$ cat src/rtl/alu_arbiter_8.sv
// Two-requester front end for the 8-bit ALU datapath: round-robin grant,
// one registered execute cycle, and a held result with flags and requester tag.
module alu_arbiter_8 #(
    parameter int W = 8
) (
    input  logic         clk,
    input  logic         rst,
    input  logic         req0_valid,
    output logic         req0_ready,
    input  logic [2:0]   req0_op,
    input  logic [W-1:0] req0_a,
    input  logic [W-1:0] req0_b,
    input  logic         req1_valid,
    output logic         req1_ready,
    input  logic [2:0]   req1_op,
    input  logic [W-1:0] req1_a,
    input  logic [W-1:0] req1_b,
    output logic         res_valid,
    input  logic         res_ready,
    output logic [W-1:0] res_out,
    output logic         res_id,
    output logic         res_carry,
    output logic         res_zero
);

    typedef enum logic [1:0] {
        IDLE,
        EXEC,
        DONE
    } state_t;

    state_t       state;
    logic         last_grant;
    logic         cur_id;
    logic [2:0]   op_q;
    logic [W-1:0] a_q;
    logic [W-1:0] b_q;

    logic [W-1:0] alu_out;
    logic         alu_carry;
    logic [W:0]   sum;

    // Under contention the requester that was not served last wins.
    always_comb begin
        req0_ready = (state == IDLE) && !rst && req0_valid &&
                     (!req1_valid || last_grant);
        req1_ready = (state == IDLE) && !rst && req1_valid &&
                     (!req0_valid || !last_grant);
    end

    always_comb begin
        sum       = {1'b0, a_q} + {1'b0, b_q};
        alu_out   = '0;
        alu_carry = 1'b0;
        case (op_q)
            3'b000: alu_out = a_q & b_q;
            3'b001: alu_out = a_q | b_q;
            3'b010: alu_out = a_q ^ b_q;
            3'b011: begin
                alu_out   = sum[W-1:0];
                alu_carry = sum[W];
            end
            3'b100: begin
                alu_out   = a_q - b_q;
                alu_carry = (a_q >= b_q);
            end
            3'b101: alu_out = ~a_q;
            3'b110: begin
                alu_out   = {a_q[W-2:0], 1'b0};
                alu_carry = a_q[W-1];
            end
            3'b111: begin
                alu_out   = {1'b0, a_q[W-1:1]};
                alu_carry = a_q[0];
            end
            default: alu_out = '0;
        endcase
    end

    // last_grant moves only on result release, so a waiting requester is
    // served within two operations.
    always_ff @(posedge clk) begin
        if (rst) begin
            state      <= IDLE;
            last_grant <= 1'b1;
            cur_id     <= 1'b0;
            op_q       <= '0;
            a_q        <= '0;
            b_q        <= '0;
            res_valid  <= 1'b0;
            res_out    <= '0;
            res_id     <= 1'b0;
            res_carry  <= 1'b0;
            res_zero   <= 1'b0;
        end else begin
            case (state)
                IDLE: begin
                    if (req0_ready) begin
                        op_q   <= req0_op;
                        a_q    <= req0_a;
                        b_q    <= req0_b;
                        cur_id <= 1'b0;
                        state  <= EXEC;
                    end else if (req1_ready) begin
                        op_q   <= req1_op;
                        a_q    <= req1_a;
                        b_q    <= req1_b;
                        cur_id <= 1'b1;
                        state  <= EXEC;
                    end
                end
                EXEC: begin
                    res_out   <= alu_out;
                    res_carry <= alu_carry;
                    res_zero  <= (alu_out == '0);
                    res_id    <= cur_id;
                    res_valid <= 1'b1;
                    state     <= DONE;
                end
                DONE: begin
                    if (res_ready) begin
                        res_valid  <= 1'b0;
                        last_grant <= cur_id;
                        state      <= IDLE;
                    end
                end
                default: state <= IDLE;
            endcase
        end
    end

endmodule

$ cat config.mk
export PLATFORM = sky130hd
export DESIGN_NAME = alu_arbiter_8
export DESIGN_NICKNAME = d
export VERILOG_FILES = /design/src/rtl/alu_arbiter_8.sv
export SDC_FILE = /design/constraint.sdc
export NUM_CORES = 1
export LEC_CHECK = 0
export CAP_MARGIN = 30
export CORE_UTILIZATION = 55
export CTS_BUF_LIST = sky130_fd_sc_hd__clkbuf_8
export DETAILED_ROUTE_END_ITERATION = 12
export GPL_TIMING_DRIVEN = 0
export PLACE_DENSITY = 0.84
export SETUP_SLACK_MARGIN = 0.05
export SYNTH_ARGS = -nofsm -noshare
export SYNTH_HDL_FRONTEND = slang
export SYNTH_SLANG_ARGS = --single-unit
$ cat constraint.sdc
create_clock -name clk -period 4 [get_ports clk]
set_input_delay 1.2 -clock clk [delete_from_list [all_inputs] [get_ports clk]]
set_output_delay 1.2 -clock clk [all_outputs]
set_load 0.01 [all_outputs]
# == After elaboration in Yosys (flattened, before gate mapping) ==
# Index checks and enable logic that the tools add are counted.
# totals
register_bits,35
in_bits,43
output_inout_bits,14
word_cells,65
# op_classes
addsub,2
magnitude_cmp,1
n_eq_ne,11
n_mux,16
n_bitwise,4
reduce_logical,20
# ops
cell,n
$pmux W8 S8,1
$mux W8,4
$eq A3 B3 Y1 const B,4
$add A8 B8 Y9,1
$and A8 B8 Y8,1
$ge A8 B8 Y1,1
$logic_not A8 Y1,1
$not A8 Y8,1
$or A8 B8 Y8,1
$reduce_and A2 Y1,4
$sub A8 B8 Y8,1
$xor A8 B8 Y8,1
$eq A3 B2 Y1 const B,2
$mux W2,3
$mux W3,2
$pmux W2 S3,1
$logic_and A1 B1 Y1,5
$logic_not A1 Y1,4
$pmux W1 S4,1
$reduce_bool A2 Y1,2
$eq A3 B1 Y1 const B,1
$logic_not A3 Y1,1
$mux W1,3
$ne A3 B3 Y1 const B,1
other kinds (6),7

# == Longest topological paths before layout ==
# logic_depth
depth_word,7
depth_mapped,11
ltp_nobuf,11

# == Worst setup path after synthesis ==
# OpenSTA, ideal clock, no wires.
# synth_timing
path_kind,input-to-output
startpoint,in rst
endpoint,out req1_ready
arrival_time_ns,2.040
required_ns,2.800
setup_slack_ns,0.760
stages,5
path_buffers,2
path_cell_list,clkbuf_1 > nor3_1 > nand3_1 > inv_1 > clkbuf_1
# synth_via
elab_chain_cells,4
# synth_rtl
element,line,rtl
from (decl),7,"input logic rst,"
$logic_not A1 Y1,47,req1_ready = (state == IDLE) && !rst && req1_valid &&
$logic_and A1 B1 Y1 (3 in a row),47,
to (decl),14,"output logic req1_ready,"
# No other way between the ends.

# == Worst setup path in the final report ==
# layout_timing
startpoint,in req1_valid
endpoint,out req0_ready
# layout_via
elab_chain_cells,3
# layout_rtl
element,line,rtl
from (decl),13,"input logic req1_valid,"
$logic_not A1 Y1,46,(!req1_valid || last_grant);
$logic_or A1 B1 Y1,46,
$logic_and A1 B1 Y1,45,req0_ready = (state == IDLE) && !rst && req0_valid &&
to (decl),9,"output logic req0_ready,"
# No other way between the ends.

==> reports/qor.txt <==
slew margin rel.: 0.587
r2r setup slk: 1240 ps
Hold Slack: 455 ps
post-route minimum period: 3900 ps
Buffers on Ports: 55
DR DRC count: 0
first drt pass iteration count: 5
gr usage total: 0.323
post-synthesis cell count: 392
crit share post-route: 0.974
max_cap viols: 0
Via density: 6.06
Synth Register Bits: 35
Unique masters post-synth: 62
synth-to-layout area growth: 25.4%
Max stage delay cell, worst path: clkdlybuf4s50_1
Initial Util: 0.573
top_reg_cell synth: dfxtp_1
GR Overflow Total: 0
leakage: 0.00140 uW
H-tree depth: 2
Max VDD drop: 234 uV
setup slack at placement: -112 ps
CP Launch Type: primary input
crit-path most repeated cell: clkdlybuf4s50_1
Routed WL: 8770 um
Final Net Count: 522
GP Congestion: 0.910
clock latency on the worst-skew pair: 290 ps
worst min-delay path class: register to register
synth warn: 0
core area: 0.00511 sq mm
Hold Vio Cnt, Final: 0
asr flop ratio synth: 0
total number of vias: 3177
antenna violations before repair: 0
vias in the first global route: 2883
Post-synth EDFFs: 0
Setup Crit Path Kind: primary input to primary output
CTS buffer count: 5
Setup WS post-layout: 103 ps
Int Pwr: 764 uW
register share of total power: 0.345
Required @ worst endpoint: 2800 ps
critical path peak fanout: 10
power density over the cells: 334 mW/mm^2
worst-margin pin slew: 620 ps
Avg Cell Area, Syn: 7.46 sq um
WL per Instance: 16.7 um
clock sink count: 35
cells along the critical path: clkdlybuf4s50_1, nand2b_1, nand3_1, buf_4, inv_1, clkdlybuf4s50_1
Slew Viols, Final: 0
layout cells sized above 1: 0.0683
antenna-violating nets left: 0
RSZ-0062 raised after global routing: no
CTS Root Cell: clkbuf_8
max frequency: 0.257 GHz
Worst Reg-to-Reg Cells: 10
CP peak stage delay: 540 ps
Die Area: 0.00561 sq mm
WHS Path Cells: 2
sw frac: 0.376
Post-CTS Hold Buffers: 0
FILL cells: 422
Clock Pin Slew Worst Setup and Hold Paths: 70 ps
Post-Syn Area: 0.00293 sq mm
row cnt: 26
global-route wire length before repair: 13600 um
worst-case clock skew: 11.2 ps
clock power share: 0.235
Die Y-Extent: 74.9 um
DIE WIDTH: 74.9 um
largest net degree at the start of global routing: 13
post-synthesis sequential area ratio: 0.240
Final HPWL DP: 6800 um
Crit. End Element: primary output
run status: completed
post-synthesis net count: 461
TritonCTS clock tree: built
# diodes: 0
endpoints failing setup: 0
clk buf depth: 2
worst endpoint data arrival time: 2700 ps
initial DRC count: 318
num ports: 57
sw power: 460 uW
combinational share of power: 0.420
[worst paths after layout]
| kind | startpoint | end |
|---|---|---|
| max | req1_valid | req0_ready |
| min | res_out[4] | res_out[4] |
| max reg2reg | a_q[0] | res_carry |
| min reg2reg | res_out[4] | res_out[4] |
[worst max-delay path, delay by kind of cell]
family,cells,cell delay (ps)
buffers and inverters,4,1260
and+or+nand+nor,2,240
[cells in the mapped netlist (3+ instances only)]
master | count | area (sq um)
buf_6 | 4 | 45.0
dfxtp_1 | 35 | 701
nand3_1 | 8 | 40.0
nand4_1 | 3 | 18.8
inv_1 | 33 | 124
mux2i_1 | 4 | 40.0
o21ai_0 | 11 | 55.1
a211oi_1 | 5 | 37.5
nand2b_1 | 10 | 62.6
nand2_1 | 59 | 221
nor2b_1 | 5 | 31.3
a21oi_1 | 23 | 115
a31oi_1 | 4 | 25.0
nor3b_1 | 3 | 22.5
or3_1 | 3 | 18.8
a21o_1 | 4 | 30.0
a311oi_1 | 20 | 175
nor3_1 | 9 | 45.0
nor4_1 | 3 | 18.8
o211ai_1 | 5 | 37.5
nand3b_1 | 4 | 30.0
ha_1 | 24 | 300
clkbuf_1 | 18 | 67.6
o2111ai_1 | 3 | 26.3
and2_1 | 3 | 18.8
nor2_1 | 42 | 158
buf_2 | 3 | 15.0
[layout by cell type, fill, tap and decap left out, types with 7 or more instances in the layout]
master,instances
o21ai_0,11
clkbuf_1,16
a21oi_1,23
nor3_1,9
nand3_1,8
clkdlybuf4s50_1,55
inv_1,32
a311oi_1,20
nand2b_1,10
nand2_1,59
dfxtp_1,35
nor2_1,42
clkbuf_8,7
ha_1,24
[layer usage]
| layer | vias to the layer above | GRT usage | routed length [um] |
|---|---|---|---|
| li1 | 1504 | - | - |
| met1 | 1503 | 0.420 | 3860 |
| met2 | 148 | 0.537 | 4130 |
| met3 | 22 | 0.0482 | 512 |
| met4 | 0 | 0.136 | 262 |
| met5 | - | 0 | 0 |
[power groups by stage]
stage	Clock, uW	Sequential [uW]	Combinational, uW
2_1_floorplan	0	420	337
3_3_place_gp	0	426	487
3_5_place_dp	0	429	499
4_1_cts	291	421	503
5_1_grt	305	426	554
6_report	288	422	514
[stage by stage]
stage	cells	TNS, ps	power (uW)	area (sq um)	util
finish	524	0	1220	3670	0.718
global route	524	0	1290	3670	0.718
CTS	524	0	1210	3660	0.718
detailed placement	517	-170	927	3560	0.698
global placement	517	-131	913	3560	0.698
floorplan	392	0	758	2930	-
[what timing repair did]
item	4_1_cts	5_1_grt
resized for setup	1	4
cloned	0	0
setup buffers	0	0
endpoints found under the setup margin	2	2
[state kept, by name, indices dropped and copies added, names as in the netlist]
| name | cells |
|---|---|
| res_zero | 1 |
| res_carry | 1 |
| res_valid | 1 |
| cur_id | 1 |
| res_id | 1 |
| op_q | 3 |
| b_q | 8 |
| res_out | 8 |
| state | 2 |
| a_q | 8 |
| last_grant | 1 |
[cell type report]
cell class	instances	area (sq um)	area share
Multi-Input combinational cell	297	1960	0.535
Sequential cell	35	701	0.191
Timing Repair Buffer	55	551	0.150
Buffer	26	140	0.0382
Inverter	33	124	0.0338
Clock buffer	7	96.3	0.0263
Tap cell	70	87.6	0.0239
Clock inverter	1	7.51	0.00205
[kinds of logic (layout without fill, tap and decap cells)]
family                   count (synthesis)  after routing  synth area share
flip-flops                              35             35             0.240
XOR/XNOR                                 3              3           0.00898
AND/OR/NAND/NOR                        159            159             0.258
multiplexers                             6              6            0.0227
AO/OA/AOI/OAI                          103            103             0.264
adder cells (fa/ha/maj)                 26             26             0.116
buffers and inverters                   60            122            0.0902
Power figures use the tool's default switching activity.
